### config.mk
export PLATFORM = sky130hd
export DESIGN_NAME = sobel_row_feeder
export DESIGN_NICKNAME = d
export VERILOG_FILES = /design/src/rtl/sobel_pkg.sv /design/src/rtl/sobel_row_collect.sv /design/src/rtl/sobel_row_feeder.sv
export SDC_FILE = /design/constraint.sdc
export NUM_CORES = 1
export LEC_CHECK = 0
export CORE_MARGIN = 2
export CORE_UTILIZATION = 49
export CTS_CLUSTER_SIZE = 25
export DETAILED_ROUTE_END_ITERATION = 10
export PLACE_DENSITY = 0.75
export SYNTH_ARGS = -nofsm -noshare
export SYNTH_HDL_FRONTEND = slang
export SYNTH_SLANG_ARGS = --single-unit
### constraint.sdc
create_clock -name clk -period 4.4 [get_ports clk]
set_input_delay 0.66 -clock clk [delete_from_list [all_inputs] [get_ports clk]]
set_output_delay 0.66 -clock clk [all_outputs]
set_load 0.1 [all_outputs]
### src/rtl/sobel_pkg.sv
// rtl/sobel_pkg.sv - shared constants and types for the Sobel row feeder
//
// Purpose: pixel width, default array geometry, the feeder state type and a
//          counter-width helper shared by sobel_row_collect and sobel_row_feeder.
// Ports:   none (package).
package sobel_pkg;

   localparam int PIX_W          = 8;
   localparam int DEF_NUM_COLS   = 8;
   localparam int DEF_IMG_H      = 16;
   localparam int DEF_FLUSH_ROWS = 3;

   typedef enum logic {
      FILL  = 1'b0,
      FLUSH = 1'b1
   } feeder_state_t;

   // Width of a counter that steps through num_states values (0..num_states-1).
   // Never narrower than one bit so degenerate geometries still elaborate.
   function automatic int cnt_w(input int num_states);
      return (num_states > 1) ? $clog2(num_states) : 1;
   endfunction

endpackage

### src/rtl/sobel_row_collect.sv
// rtl/sobel_row_collect.sv - serial-to-parallel pixel collect buffer
//
// Purpose: gathers raster-order pixels into NUM_COLS slots and presents the
//          completed row combinationally on the cycle of its last pixel.
// Ports:
//   clk, rst   - rising-edge clock, synchronous active-high reset
//   push       - a pixel transfers this cycle
//   pixel      - incoming pixel
//   row_last   - the slot being written is the last column of the row
//   row_word   - buffer contents with the incoming pixel merged at col_cnt;
//                column c on bits [8c+7:8c]
module sobel_row_collect
   import sobel_pkg::*;
#(
   parameter int NUM_COLS = DEF_NUM_COLS
) (
   input  logic                      clk,
   input  logic                      rst,
   input  logic                      push,
   input  logic [PIX_W-1:0]          pixel,
   output logic                      row_last,
   output logic [NUM_COLS*PIX_W-1:0] row_word
);

   localparam int CW = cnt_w(NUM_COLS);

   logic [CW-1:0]             col_cnt;
   logic [NUM_COLS*PIX_W-1:0] slots;

   // Merging the live pixel here lets the top capture a full row on the same
   // edge that accepts the last pixel, giving one cycle of latency.
   always_comb begin
      row_word = slots;
      row_word[int'(col_cnt)*PIX_W +: PIX_W] = pixel;
   end

   assign row_last = (col_cnt == CW'(NUM_COLS - 1));

   always_ff @(posedge clk) begin
      if (rst) begin
         col_cnt <= '0;
         slots   <= '0;
      end else if (push) begin
         slots   <= row_word;
         col_cnt <= row_last ? '0 : col_cnt + CW'(1);
      end
   end

endmodule

### src/rtl/sobel_row_feeder.sv
// rtl/sobel_row_feeder.sv - raster pixel stream to parallel rows for a Sobel PE array
//
// Purpose: collects NUM_COLS pixels per row, presents each row in parallel with a
//          one-cycle row_valid pulse, and after IMG_H rows emits FLUSH_ROWS zero
//          rows to drain the downstream pipeline, pulsing frame_done on the last.
// Build option: SOBEL_FEEDER_EDGE_REPLICATE_EN
//          defined   - left_edge/right_edge replicate columns 0 and NUM_COLS-1
//          undefined - left_edge/right_edge are always zero
// Ports:
//   clk, rst   - rising-edge clock, synchronous active-high reset
//   s_pixel    - raster-order input pixel
//   s_valid    - s_pixel is valid
//   s_ready    - feeder accepts s_pixel this cycle (low during flush)
//   row_out    - parallel row, column c on bits [8c+7:8c]
//   left_edge  - left neighbour for PE column 0
//   right_edge - right neighbour for PE column NUM_COLS-1
//   row_valid  - one-cycle pulse when row_out holds a new row
//   frame_done - one-cycle pulse on the final flush row
module sobel_row_feeder
   import sobel_pkg::*;
#(
   parameter int NUM_COLS   = DEF_NUM_COLS,
   parameter int IMG_H      = DEF_IMG_H,
   parameter int FLUSH_ROWS = DEF_FLUSH_ROWS
) (
   input  logic                      clk,
   input  logic                      rst,
   input  logic [PIX_W-1:0]          s_pixel,
   input  logic                      s_valid,
   output logic                      s_ready,
   output logic [NUM_COLS*PIX_W-1:0] row_out,
   output logic [PIX_W-1:0]          left_edge,
   output logic [PIX_W-1:0]          right_edge,
   output logic                      row_valid,
   output logic                      frame_done
);

   localparam int RW = cnt_w(IMG_H);
   localparam int FW = cnt_w(FLUSH_ROWS);

   feeder_state_t state;
   feeder_state_t state_next;

   logic [RW-1:0] row_cnt;
   logic [FW-1:0] flush_cnt;

   logic                      accept;
   logic                      row_last;
   logic                      load_row;
   logic                      load_zero;
   logic                      done_next;
   logic [NUM_COLS*PIX_W-1:0] row_word;
   logic [PIX_W-1:0]          left_next;
   logic [PIX_W-1:0]          right_next;

   sobel_row_collect #(
      .NUM_COLS (NUM_COLS)
   ) u_collect (
      .clk      (clk),
      .rst      (rst),
      .push     (accept),
      .pixel    (s_pixel),
      .row_last (row_last),
      .row_word (row_word)
   );

`ifdef SOBEL_FEEDER_EDGE_REPLICATE_EN
   assign left_next  = row_word[PIX_W-1:0];
   assign right_next = row_word[NUM_COLS*PIX_W-1 -: PIX_W];
`else
   assign left_next  = '0;
   assign right_next = '0;
`endif

   always_ff @(posedge clk) begin
      if (rst) begin
         state <= FILL;
      end else begin
         state <= state_next;
      end
   end

   always_comb begin
      state_next = state;
      s_ready    = 1'b0;
      accept     = 1'b0;
      load_row   = 1'b0;
      load_zero  = 1'b0;
      done_next  = 1'b0;
      case (state)
         FILL: begin
            s_ready = 1'b1;
            accept  = s_valid;
            if (s_valid && row_last) begin
               load_row = 1'b1;
               if (row_cnt == RW'(IMG_H - 1)) begin
                  state_next = FLUSH;
               end
            end
         end
         FLUSH: begin
            load_zero = 1'b1;
            if (flush_cnt == FW'(FLUSH_ROWS - 1)) begin
               done_next  = 1'b1;
               state_next = FILL;
            end
         end
         default: state_next = FILL;
      endcase
   end

   // Output registers are separate from the collect slots, so the next row can
   // start filling on the cycle right after a row is captured.
   always_ff @(posedge clk) begin
      if (rst) begin
         row_cnt    <= '0;
         flush_cnt  <= '0;
         row_out    <= '0;
         left_edge  <= '0;
         right_edge <= '0;
         row_valid  <= 1'b0;
         frame_done <= 1'b0;
      end else begin
         row_valid  <= load_row | load_zero;
         frame_done <= done_next;
         if (load_row) begin
            row_out    <= row_word;
            left_edge  <= left_next;
            right_edge <= right_next;
            row_cnt    <= (row_cnt == RW'(IMG_H - 1)) ? '0 : row_cnt + RW'(1);
         end else if (load_zero) begin
            row_out    <= '0;
            left_edge  <= '0;
            right_edge <= '0;
            flush_cnt  <= done_next ? '0 : flush_cnt + FW'(1);
         end
      end
   end

endmodule

# Word-level counts from Yosys, hierarchy flattened
# Index checks and enable logic that the tools add are counted.
# classes
n_addsub,4
n_mul,0
n_div,0
order_cmp,0
n_eq_ne,3
shifts,2
mux,17
bitwise_logic,3
reduce_logical,3
# ops
op,n
$mux 64,2
$bwmux 64,1
$shift 8x33->64 const A,1
$shiftx 8x33->64,1
$neg 6->33,1
$mux 1,10
$add 4x1->4 const B,1
$eq 4x4->1 const B,1
$mux 4,1
$add 3x1->3 const B,1
$eq 3x3->1 const B,1
$mux 3,1
$add 2x1->2 const B,1
$eq 2x2->1 const B,1
$mux 2,1
$not 1->1,2
$pmux 1 s2,1
$reduce_and 2->1,1
$reduce_bool 2->1,1
$logic_and 1x1->1,1
$or 1x1->1,1
# totals
reg_bits,140
latch_bits,0
ramBits,0
rom_bits,0
output_inout_bits,83
wordCells,40
n_memories,0

# Depth between registers and ports, before layout
# Gate-level depths: netlist of the first run.
# depth
word_depth,6
ltp_mapped,11
ltp_nobuf,6

# Cells and area by module
# A second synthesis of the first run with hierarchy kept.
# unflattened
cells_unflattened,695
area_unflattened_um2,6591.3
# modules_own_cells
module,n_inst,cells_per_inst,area_per_inst_um2,seq_area_each_um2
sobel_row_collect,1,421,3953.8,1341.3
sobel_row_feeder,1,274,2637.5,1461.4

# Worst setup path after synthesis of the first run
# OpenSTA, ideal clock, no wires.
# synth_path
kind,register to register
start,register u_collect.col_cnt[0]
end,register u_collect.slots[0]
setup_ns,0.072
arrival_ns,2.412
path_slack_ns,1.916
stages_incl_launch_ff,11
synth_period_minus_slack_ns,2.484
path_cell_list,dfxtp_1 buf_6 buf_2 inv_1 ha_1 ha_1 buf_2 nor4b_4 and3_1 buf_4 mux2i_1
# synth_between
elab_chain_len,3
# synth_lines
element,line_no,rtl
"start, declared",sobel_row_collect.sv:27,logic [CW-1:0] col_cnt;
"start signal, assigned",sobel_row_collect.sv:45,col_cnt <= row_last ? '0 : col_cnt + CW'(1);
$neg 6->33 (*),sobel_row_collect.sv:34,row_word[int'(col_cnt)*PIX_W +: PIX_W] = pixel;
$shiftx 8x33->64 / $shift 8x33->64 (equally long branches),sobel_row_collect.sv:34,
$bwmux 64 (*),sobel_row_collect.sv:34,
"end signal, assigned",sobel_row_collect.sv:44,slots <= row_word;
"end, declared",sobel_row_collect.sv:28,logic [NUM_COLS*PIX_W-1:0] slots;
# Mark *: on every way between the ends. The rest lies on a longest branch, timed or not.
# A chain may end at the register's enable or synchronous reset.

# Final worst setup path of the first run
# layout_path
start,register u_collect.col_cnt[0]
end,register u_collect.slots[47]
# Same word-level chain as after synthesis.

==> qor.yml, run 1 <==
outcome:
  status: "completed"
global_route:
  grt_pass1_wl_mm: 24.6
  antenna_found_initial: 0
  grt_max_degree: 90
  grt_pass1_vias: 4719
  grt_usage_pct: 23.3
  grt-ovfl-total: 0
worst_hold_path:
  hp-class: "flip-flop to flip-flop"
cells_and_area:
  layout.nets: 686
  drive_gt1_share_pct: 6.93
  layout_common_cells: "140 x dfxtp_1, 76 x clkdlybuf4s50_1, 73 x nand2b_1"
  nFillCells: 994
  area_delta_synth_final_pct: 21.9
  final_common_cell: "dfxtp_1"
  diodes: 0
setup_path:
  worstSetupPathType: "flip-flop to flip-flop"
  cp_data_required_time_ns: 4.73
  cp_slowest_cell: "dfxtp_1"
  path_max_fanout: 20
  critPathArrivalTime_ns: 3.67
  path_cells: "inv_1, ha_1, ha_1, nor2b_1, and3_1, mux2i_1"
  end_kind: "flip-flop"
  crit_path_max_incr_delay_ns: 0.79
  path_common_cell: "ha_1"
  cp-start-kind: "flip-flop"
synthesis:
  yosysSeqAreaShare_pct: 45.3
  synthArstFlopShare_pct: 0
  syn_inst: 625
  ys_ff_latch: 140
  postSynth.topFlopCell: "dfxtp_1"
  synth_area_um2: 6190
  synthDistinctLibCells: 48
  synth-edff-count: 0
  syn_area_per_cell_um2: 9.90
  yosys_warnings: 0
floorplan:
  core_area_um2: 12500
  die_h_um: 116
  start_util_pct: 49.7
  die_w_um: 116
  die-area_um2: 13500
  io_pins: 94
  placementRows: 41
pwr:
  ir_drop_mv: 0.238
  power_frac_clock_pct: 53.0
  p_comb_share_pct: 7.0
  p_per_area_nw_per_um2: 425
  p_total_mw: 3.21
  leakage_nw: 2.64
  p_sw_share_pct: 22.2
  cell_internal_pwr_mw: 2.50
  seqPwrFrac_pct: 40.1
  p_switching_mw: 0.712
route:
  first_iter_violations: 413
  avgViaCountPerCell: 5.74
  drc: 0
  first_pass_iters: 5
  vias: 4880
  ant_nets: 0
  wire_per_inst_um: 18.0
  routed_wl_mm: 15.3
cts:
  clk_pin_slew_ns: 0.06
  cts-root-buf: "clkbuf_16"
  ctsLongestPathBuffers: 2
  post-cts-setup-buffers: 0
  cts_buffers: 17
  clock_latency_ns: 0.42
  cts.sinks: 140
  cts_tree: "built"
  h-tree-depth: 4
  cts_hold_buf: 0
  cts_resized: 0
sta:
  final-max-slew-violation-count: 0
  tns_ns: 0
  setup_ws_ns: 1.06
  finalClockSkew_ns: 0.00625
  fin_crit_sh_pct: 75.9
  worstMarginPinSlew_ns: 0.984
  setup_viol: 0
  fin_crit_ns: 3.34
  maxSlewHeadroom_pct: 34.2
  rsz0062_at_grt: "false"
  hold_violations: 0
  max_freq_mhz: 299
run:
  cap_violations: 0
place:
  gp_congestion: 0.819
  portBuffers: 77
  detailedPlace.worstSlack_ns: 1.21
  dp_hpwl_mm: 9.72
-- metal layers --
layer	GRT usage, %	vias up	share of wire, %
met5	0	-	0
met1	31.2	2361	44
met3	4.51	24	6.1
met4	7.46	0	1.7
li1	-	2307	-
met2	37.9	188	48
-- worst paths after layout --
path	from	to	slack, ns	cells past startpoint
max	u_collect.col_cnt[0]$_SDFFE_PP0P_	u_collect.slots[47]$_SDFFE_PP0P_	1.06	6
min	row_out[36]$_SDFFE_PP0P_	row_out[36]$_SDFFE_PP0P_	0.47	2
max reg2reg	u_collect.col_cnt[0]$_SDFFE_PP0P_	u_collect.slots[47]$_SDFFE_PP0P_	1.06	6
min reg2reg	row_out[36]$_SDFFE_PP0P_	row_out[36]$_SDFFE_PP0P_	0.47	2
-- power by group through the flow --
stage               combinational (mW)  clock [mW]  sequential (mW)
CTS                              0.221        1.71             1.28
finish                           0.224        1.70             1.29
floorplan                        0.202           0             1.31
global route                     0.238        1.77             1.29
detailed placement               0.219           0             1.31
global placement                 0.216           0             1.31
-- flip-flops by register name (all words and copies together), names as in the netlist --
signal and flops:
row_valid 1, row_cnt 4, state 1, u_collect.slots 64, row_out 64, flush_cnt 2, u_collect.col_cnt 3, frame_done 1
-- stage by stage --
step           std cells  hold WS (ns)  instance area [µm²]  utilization (%)
2_1_floorplan        640         0.449                 6250                -
3_3_place_gp         820         0.453                 6840             54.9
3_5_place_dp         820         0.460                 6840             54.9
4_1_cts              850         0.475                 7540             60.5
5_1_grt              850         0.501                 7540             60.5
6_report             850         0.472                 7540             60.5
-- cell usage after synthesis (2+ instances only) --
cell | count | area share, %
dfxtp_1 | 140 | 45
nand2b_1 | 73 | 7.4
nand2_1 | 72 | 4.4
mux2i_1 | 65 | 11
a221o_1 | 40 | 6.5
clkbuf_1 | 27 | 1.6
nor3_1 | 24 | 1.9
buf_2 | 18 | 1.5
buf_4 | 17 | 2.1
o221ai_1 | 17 | 2.4
a211oi_1 | 16 | 1.9
inv_1 | 13 | 0.79
nand4_1 | 11 | 1.1
a21oi_1 | 9 | 0.73
buf_6 | 8 | 1.5
ha_1 | 8 | 1.6
o211ai_1 | 8 | 0.97
nor2_1 | 7 | 0.42
and3_1 | 4 | 0.40
nor2b_1 | 4 | 0.40
and2_1 | 3 | 0.30
and3b_1 | 3 | 0.42
buf_1 | 3 | 0.18
nor3b_1 | 3 | 0.36
o311a_1 | 3 | 0.49
and4_1 | 2 | 0.28
nand3b_1 | 2 | 0.24
nand4b_1 | 2 | 0.28
nor4b_2 | 2 | 0.49
nor4b_4 | 2 | 0.77
or3_1 | 2 | 0.20
-- kinds of logic after synthesis --
family | Yosys count | share of synthesized area (%)
and+or+nand+nor | 225 | 21.0
DFF | 140 | 45.3
AOI/OAI and AO/OA | 99 | 13.8
buffers and inverters | 86 | 7.58
muxes | 65 | 10.5
adders and majority gates | 8 | 1.62
other | 1 | 0.0606
xor gates and xnor gates | 1 | 0.142
-- worst max-delay path, delay by kind of cell (launching register included) --
family / cells / cell delay [ns]
simple gates: 2 / 1.18
fa+ha+maj: 2 / 0.76
flops: 1 / 0.79
buf+inv: 1 / 0.23
mux: 1 / 0.28
-- layout make-up --
type | instances | area [µm²] | area share [%]
inverters | 13 | 48.8 | 0.647
repair buffers | 81 | 796 | 10.6
multi-input cells | 414 | 2980 | 39.5
clock buffers | 18 | 429 | 5.69
well taps | 172 | 215 | 2.85
clock inverters | 12 | 269 | 3.57
flip-flops and latches | 140 | 2800 | 37.2
(Power assumes the default switching activity.)
==> inputs of run 2 (changes only) <==
==> constraint.sdc (replaced) <==
create_clock -name clk -period 3.11 [get_ports clk]
set_input_delay 0.4665 -clock clk [delete_from_list [all_inputs] [get_ports clk]]
set_output_delay 0.4665 -clock clk [all_outputs]
set_load 0.1 [all_outputs]
==> qor.yml, run 2 (same netlist as run 1, synthesis figures left out) <==
outcome:
  status: "completed"  # unchanged
global_route:
  antenna_found_initial: 0  # unchanged
  grt_usage_pct: 22.9  # was 23.3%
  grt_pass1_vias: 4757  # was 4719
  grt_max_degree: 65  # was 90
  grt-ovfl-total: 0  # unchanged
  grt_pass1_wl_mm: 24.2  # was 24.6 mm
cts:
  cts_tree: "built"  # unchanged
  clk_pin_slew_ns: 0.06  # about the same
  h-tree-depth: 4  # unchanged
  cts_hold_buf: 0  # unchanged
  cts-root-buf: "clkbuf_16"  # unchanged
  cts_buffers: 17  # unchanged
  cts.sinks: 140  # unchanged
  cts_resized: 0  # unchanged
  clock_latency_ns: 0.42  # about the same
  ctsLongestPathBuffers: 2  # unchanged
  post-cts-setup-buffers: 0  # unchanged
setup_path:
  worstSetupPathType: "flip-flop to flip-flop"  # unchanged
  critPathArrivalTime_ns: 3.11  # was 3.67 ns
  cp-start-kind: "flip-flop"  # unchanged
  end_kind: "flip-flop"  # unchanged
  path_max_fanout: 12  # was 20
  cp_data_required_time_ns: 3.45  # was 4.73 ns
pwr:
  p_per_area_nw_per_um2: 573  # was 425 nW/µm²
  ir_drop_mv: 0.389  # was 0.238 mV
  leakage_nw: 2.77  # was 2.64 nW
floorplan:
  io_pins: 94  # unchanged
  die-area_um2: 13500  # unchanged
  placementRows: 41  # unchanged
  start_util_pct: 49.7  # unchanged
  die_w_um: 116  # unchanged
  die_h_um: 116  # unchanged
  core_area_um2: 12500  # unchanged
sta:
  fin_crit_sh_pct: 89.0  # was 75.9%
  setup_viol: 0  # unchanged
  hold_ws_ns: 0.470  # was 0.472 ns
  finalClockSkew_ns: 0.00787  # was 0.00625 ns
  worstMarginPinSlew_ns: 0.786  # was 0.984 ns
  fin_crit_ns: 2.77  # was 3.34 ns
  maxSlewHeadroom_pct: 47.6  # was 34.2%
  hold_violations: 0  # unchanged
  rsz0062_at_grt: "false"  # unchanged
  final-max-slew-violation-count: 0  # unchanged
  tns_ns: 0  # unchanged
  max_freq_mhz: 361  # was 299 MHz
place:
  gp_congestion: 0.788  # was 0.819
  portBuffers: 77  # unchanged
  dp_hpwl_mm: 9.86  # was 9.72 mm
cells_and_area:
  layout.nets: 693  # was 686
  diodes: 0  # unchanged
  drive_gt1_share_pct: 17.8  # was 6.93%
  area_delta_synth_final_pct: 18.6  # was 21.9%
  reg.largest.list: "row_out (64), u_collect.slots (64), row_cnt (4)"  # unchanged
  nFillCells: 1064  # was 994
  final_common_cell: "dfxtp_1"  # unchanged
  post-route-util_pct: 58.9  # was 60.5%
  layout_common_cells: "140 x dfxtp_1, 77 x buf_4, 73 x nand2b_1"  # was 140 x dfxtp_1, 76 x clkdlybuf4s50_1, 73 x nand2b_1
route:
  first_iter_violations: 364  # was 413
  ant_nets: 0  # unchanged
  routed_wl_mm: 15.3  # about the same
  vias: 4973  # was 4880
  wire_per_inst_um: 17.8  # was 18.0 µm
  drc: 0  # unchanged
  avgViaCountPerCell: 5.80  # was 5.74
  first_pass_iters: 5  # unchanged
worst_hold_path:
  hp-class: "flip-flop to flip-flop"  # unchanged
run:
  cap_violations: 0  # unchanged
run 2: cell types whose count changed in the layout (fill, tap and decap cells not counted):
cell	before	now
bufinv_16	8	3
clkinv_2	1	3
buf_12	0	1
clkdlybuf4s50_1	76	9
clkinvlp_4	2	4
clkbuf_8	0	2
buf_4	4	77
run 2: final timing paths:
kind                                          start                               end  slack (ns)  cells after the start
setup reg to reg  u_collect.col_cnt[1]$_SDFFE_PP0P_  u_collect.slots[20]$_SDFFE_PP0P_        0.34                      6
hold / removal             row_out[33]$_SDFFE_PP0P_          row_out[33]$_SDFFE_PP0P_        0.47                      2
setup / recovery  u_collect.col_cnt[1]$_SDFFE_PP0P_  u_collect.slots[20]$_SDFFE_PP0P_        0.34                      6
hold reg to reg            row_out[33]$_SDFFE_PP0P_          row_out[33]$_SDFFE_PP0P_        0.47                      2
run 2: cell type report:
type	instances	area (µm²)	area share (%)
Inverter	13	48.8	0.665
Sequential cell	140	2800	38.2
Timing Repair Buffer	88	693	9.44
Clock buffer	20	457	6.22
Multi-Input combinational cell	414	2980	40.6
Tap cell	172	215	2.93
Clock inverter	11	144	1.96
run 2: where the power goes:
part           leakage (nW)  switching [mW]  internal [mW]  total (mW)
Sequential             1.13         0.00998           1.80        1.81
Clock                 0.284           0.765           1.29        2.06
Combinational          1.36           0.251         0.0823       0.333
run 2: critical path: stages (launching register included):
cell and delay, ns:
dfxtp_1 0.56, inv_1 0.12, ha_1 0.23, ha_1 0.58, o311a_1 0.47, and2_1 0.47, mux2i_1 0.26
run 2: metal layers:
metal	global-route usage, %	wire length (µm)	part of all wire [%]
met1	29.5	6790	44
met2	37.5	7480	49
met5	0	0	0
met4	9.37	265	1.7
met3	4.98	727	4.8
run 2: through the flow:
step / worst slack, ns / std cells / power [mW] / area, µm²
2_1_floorplan: 0.626 / 640 / 2.13 / 6250
3_3_place_gp: 0.557 / 827 / 2.17 / 6740
3_5_place_dp: 0.406 / 827 / 2.18 / 6740
4_1_cts: 0.357 / 858 / 4.21 / 7340
5_1_grt: 0.135 / 858 / 4.31 / 7340
6_report: 0.342 / 858 / 4.21 / 7340
==> inputs of run 3 (changes only) <==
--- a/config.mk
+++ b/config.mk
@@ -10,6 +10,7 @@
 export CTS_CLUSTER_SIZE = 25
 export DETAILED_ROUTE_END_ITERATION = 10
 export PLACE_DENSITY = 0.75
+export RECOVER_POWER = 100
 export SYNTH_ARGS = -nofsm -noshare
 export SYNTH_HDL_FRONTEND = slang
 export SYNTH_SLANG_ARGS = --single-unit
==> qor.yml, run 3 (same netlist as run 1, synthesis figures left out) <==
outcome:
  status: "completed"  # unchanged
cells_and_area:
  post-route-util_pct: 56.5  # was 58.9%
  layout_common_cells: "140 x dfxtp_1, 73 x nand2b_1, 72 x nand2_1"  # was 140 x dfxtp_1, 77 x buf_4, 73 x nand2b_1
  diodes: 0  # unchanged
  nFillCells: 1128  # was 1064
  drive_gt1_share_pct: 7.14  # was 17.8%
  final_common_cell: "dfxtp_1"  # unchanged
  area_delta_synth_final_pct: 13.9  # was 18.6%
  layout.nets: 693  # unchanged
  multi_input_area_um2: 2950  # was 2980 µm²
  regArea_um2: 2800  # unchanged
  reg.largest.list: "row_out (64), u_collect.slots (64), row_cnt (4)"  # unchanged
setup_path:
  reg2reg_from: "u_collect.col_cnt[1]$_SDFFE_PP0P_"  # unchanged
  reg2reg_slack_ns: 0.22  # was 0.34 ns
  cp_data_required_time_ns: 3.46  # was 3.45 ns
  end_kind: "flip-flop"  # unchanged
  critPathArrivalTime_ns: 3.23  # was 3.11 ns
  cp_slowest_cell: "and3_1"  # was ha_1
  r2r_cells: 7  # was 6
  path_cells: "inv_1, ha_1, ha_1, nor2b_1, clkbuf_1, and3_1, mux2i_1"  # was inv_1, ha_1, ha_1, o311a_1, and2_1, mux2i_1
  r2r_end: "u_collect.slots[62]$_SDFFE_PP0P_"  # was u_collect.slots[20]$_SDFFE_PP0P_
  cp-start-kind: "flip-flop"  # unchanged
  path_max_fanout: 12  # unchanged
  worstSetupPathType: "flip-flop to flip-flop"  # unchanged
  crit_path_max_incr_delay_ns: 0.58  # about the same
  path_common_cell: "ha_1"  # unchanged
sta:
  finalClockSkew_ns: 0.00681  # was 0.00787 ns
  final-max-slew-violation-count: 0  # unchanged
  fin_crit_sh_pct: 92.8  # was 89.0%
  max_freq_mhz: 346  # was 361 MHz
  setup_viol: 0  # unchanged
  worstMarginPinSlew_ns: 1.19  # was 0.786 ns
  fin_crit_ns: 2.89  # was 2.77 ns
  rsz0062_at_grt: "false"  # unchanged
  hold_violations: 0  # unchanged
  tns_ns: 0  # unchanged
  maxSlewHeadroom_pct: 20.9  # was 47.6%
global_route:
  use_met3_pct: 4.98  # unchanged
  use_met1_pct: 29.5  # unchanged
  grt-busiest-layer: "met2"  # unchanged
  grt_pass1_wl_mm: 24.2  # unchanged
  grt_pass1_vias: 4757  # unchanged
  grt-ovfl-total: 0  # unchanged
  grt_max_degree: 65  # unchanged
  antenna_found_initial: 0  # unchanged
  use_met2_pct: 37.5  # unchanged
  grt_usage_pct: 22.9  # unchanged
floorplan:
  die_w_um: 116  # unchanged
  placementRows: 41  # unchanged
  die-area_um2: 13500  # unchanged
  die_h_um: 116  # unchanged
  io_pins: 94  # unchanged
  start_util_pct: 49.7  # unchanged
  core_area_um2: 12500  # unchanged
cts:
  h-tree-depth: 4  # unchanged
  cts_tree: "built"  # unchanged
  clock_latency_ns: 0.42  # about the same
  cts_hold_buf: 0  # unchanged
  cts_buffers: 17  # unchanged
  cts.sinks: 140  # unchanged
  ctsLongestPathBuffers: 2  # unchanged
  clk_pin_slew_ns: 0.06  # about the same
  cts_resized: 0  # unchanged
  post-cts-setup-buffers: 0  # unchanged
  cts-root-buf: "clkbuf_16"  # unchanged
place:
  gp_congestion: 0.788  # unchanged
  dp_hpwl_mm: 9.86  # unchanged
  portBuffers: 77  # unchanged
route:
  vias: 4971  # was 4973
  first_iter_violations: 326  # was 364
  drc: 0  # unchanged
  first_pass_iters: 5  # unchanged
  routed_wl_mm: 15.2  # was 15.3 mm
  ant_nets: 0  # unchanged
  wire_per_inst_um: 17.8  # about the same
  avgViaCountPerCell: 5.79  # was 5.80
run:
  cap_violations: 0  # unchanged
worst_hold_path:
  min_path_cells: 2  # unchanged
  min_from: "row_out[48]$_SDFFE_PP0P_"  # was row_out[33]$_SDFFE_PP0P_
  holdPathEnd: "row_out[48]$_SDFFE_PP0P_"  # was row_out[33]$_SDFFE_PP0P_
  hp-class: "flip-flop to flip-flop"  # unchanged
pwr:
  p_per_area_nw_per_um2: 594  # was 573 nW/µm²
  ir_drop_mv: 0.389  # about the same
  leakage_nw: 2.46  # was 2.77 nW
## run 3: how the worst max path moves through the flow
stage	start	endpoint	slack (ns)	cells past startpoint
4_1_cts	u_collect.col_cnt[0]$_SDFFE_PP0P_	u_collect.slots[20]$_SDFFE_PP0P_	0.36	6
3_3_place_gp	u_collect.col_cnt[1]$_SDFFE_PP0P_	u_collect.slots[19]$_SDFFE_PP0P_	0.56	6
3_5_place_dp	u_collect.col_cnt[1]$_SDFFE_PP0P_	u_collect.slots[19]$_SDFFE_PP0P_	0.41	6
2_1_floorplan	u_collect.col_cnt[0]$_SDFFE_PP0P_	u_collect.slots[0]$_SDFFE_PP0P_	0.63	10
6_report	u_collect.col_cnt[1]$_SDFFE_PP0P_	u_collect.slots[62]$_SDFFE_PP0P_	0.22	7
5_1_grt	u_collect.col_cnt[1]$_SDFFE_PP0P_	u_collect.slots[63]$_SDFFE_PP0P_	0.07	7
## run 3: power by group
group / internal, mW / switching (mW) / total, mW
clock network: 1.29 / 0.758 / 2.05
logic: 0.0770 / 0.247 / 0.324
registers: 1.80 / 0.0101 / 1.81
total: 3.17 / 1.02 / 4.19
## run 3: layout make-up
| cell class | instances | area share (%) |
|---|---|---|
| Multi-Input combinational cell | 414 | 41.9 |
| Sequential cell | 140 | 39.8 |
| Clock buffer | 20 | 6.48 |
| Timing Repair Buffer | 88 | 6.07 |
| Tap cell | 172 | 3.05 |
| Clock inverter | 11 | 2.04 |
| Inverter | 13 | 0.692 |
## run 3: layer usage
metal | vias up | share of wire, %
met3 | 30 | 6.0
li1 | 2323 | -
met4 | 0 | 1.7
met1 | 2429 | 44
met2 | 189 | 49
met5 | - | 0
## run 3: stage by stage
stage | total power [mW] | cells | area, µm² | setup slack (ns) | hold slack [ns]
after floorplan | 2.13 | 640 | 6250 | 0.626 | 0.449
after global placement | 2.17 | 827 | 6740 | 0.557 | 0.452
after detailed placement | 2.18 | 827 | 6740 | 0.406 | 0.454
after CTS | 4.21 | 858 | 7340 | 0.357 | 0.467
after global routing | 4.31 | 858 | 7050 | 0.0726 | 0.483
final | 4.19 | 858 | 7050 | 0.223 | 0.464
## run 3: critical path: cells and delay by family (launching register included)
| kind | cells | cell delay [ns] |
|---|---|---|
| fa+ha+maj | 2 | 0.67 |
| buf+inv | 2 | 0.57 |
| flops | 1 | 0.57 |
| mux | 1 | 0.26 |
| simple gates | 2 | 0.75 |
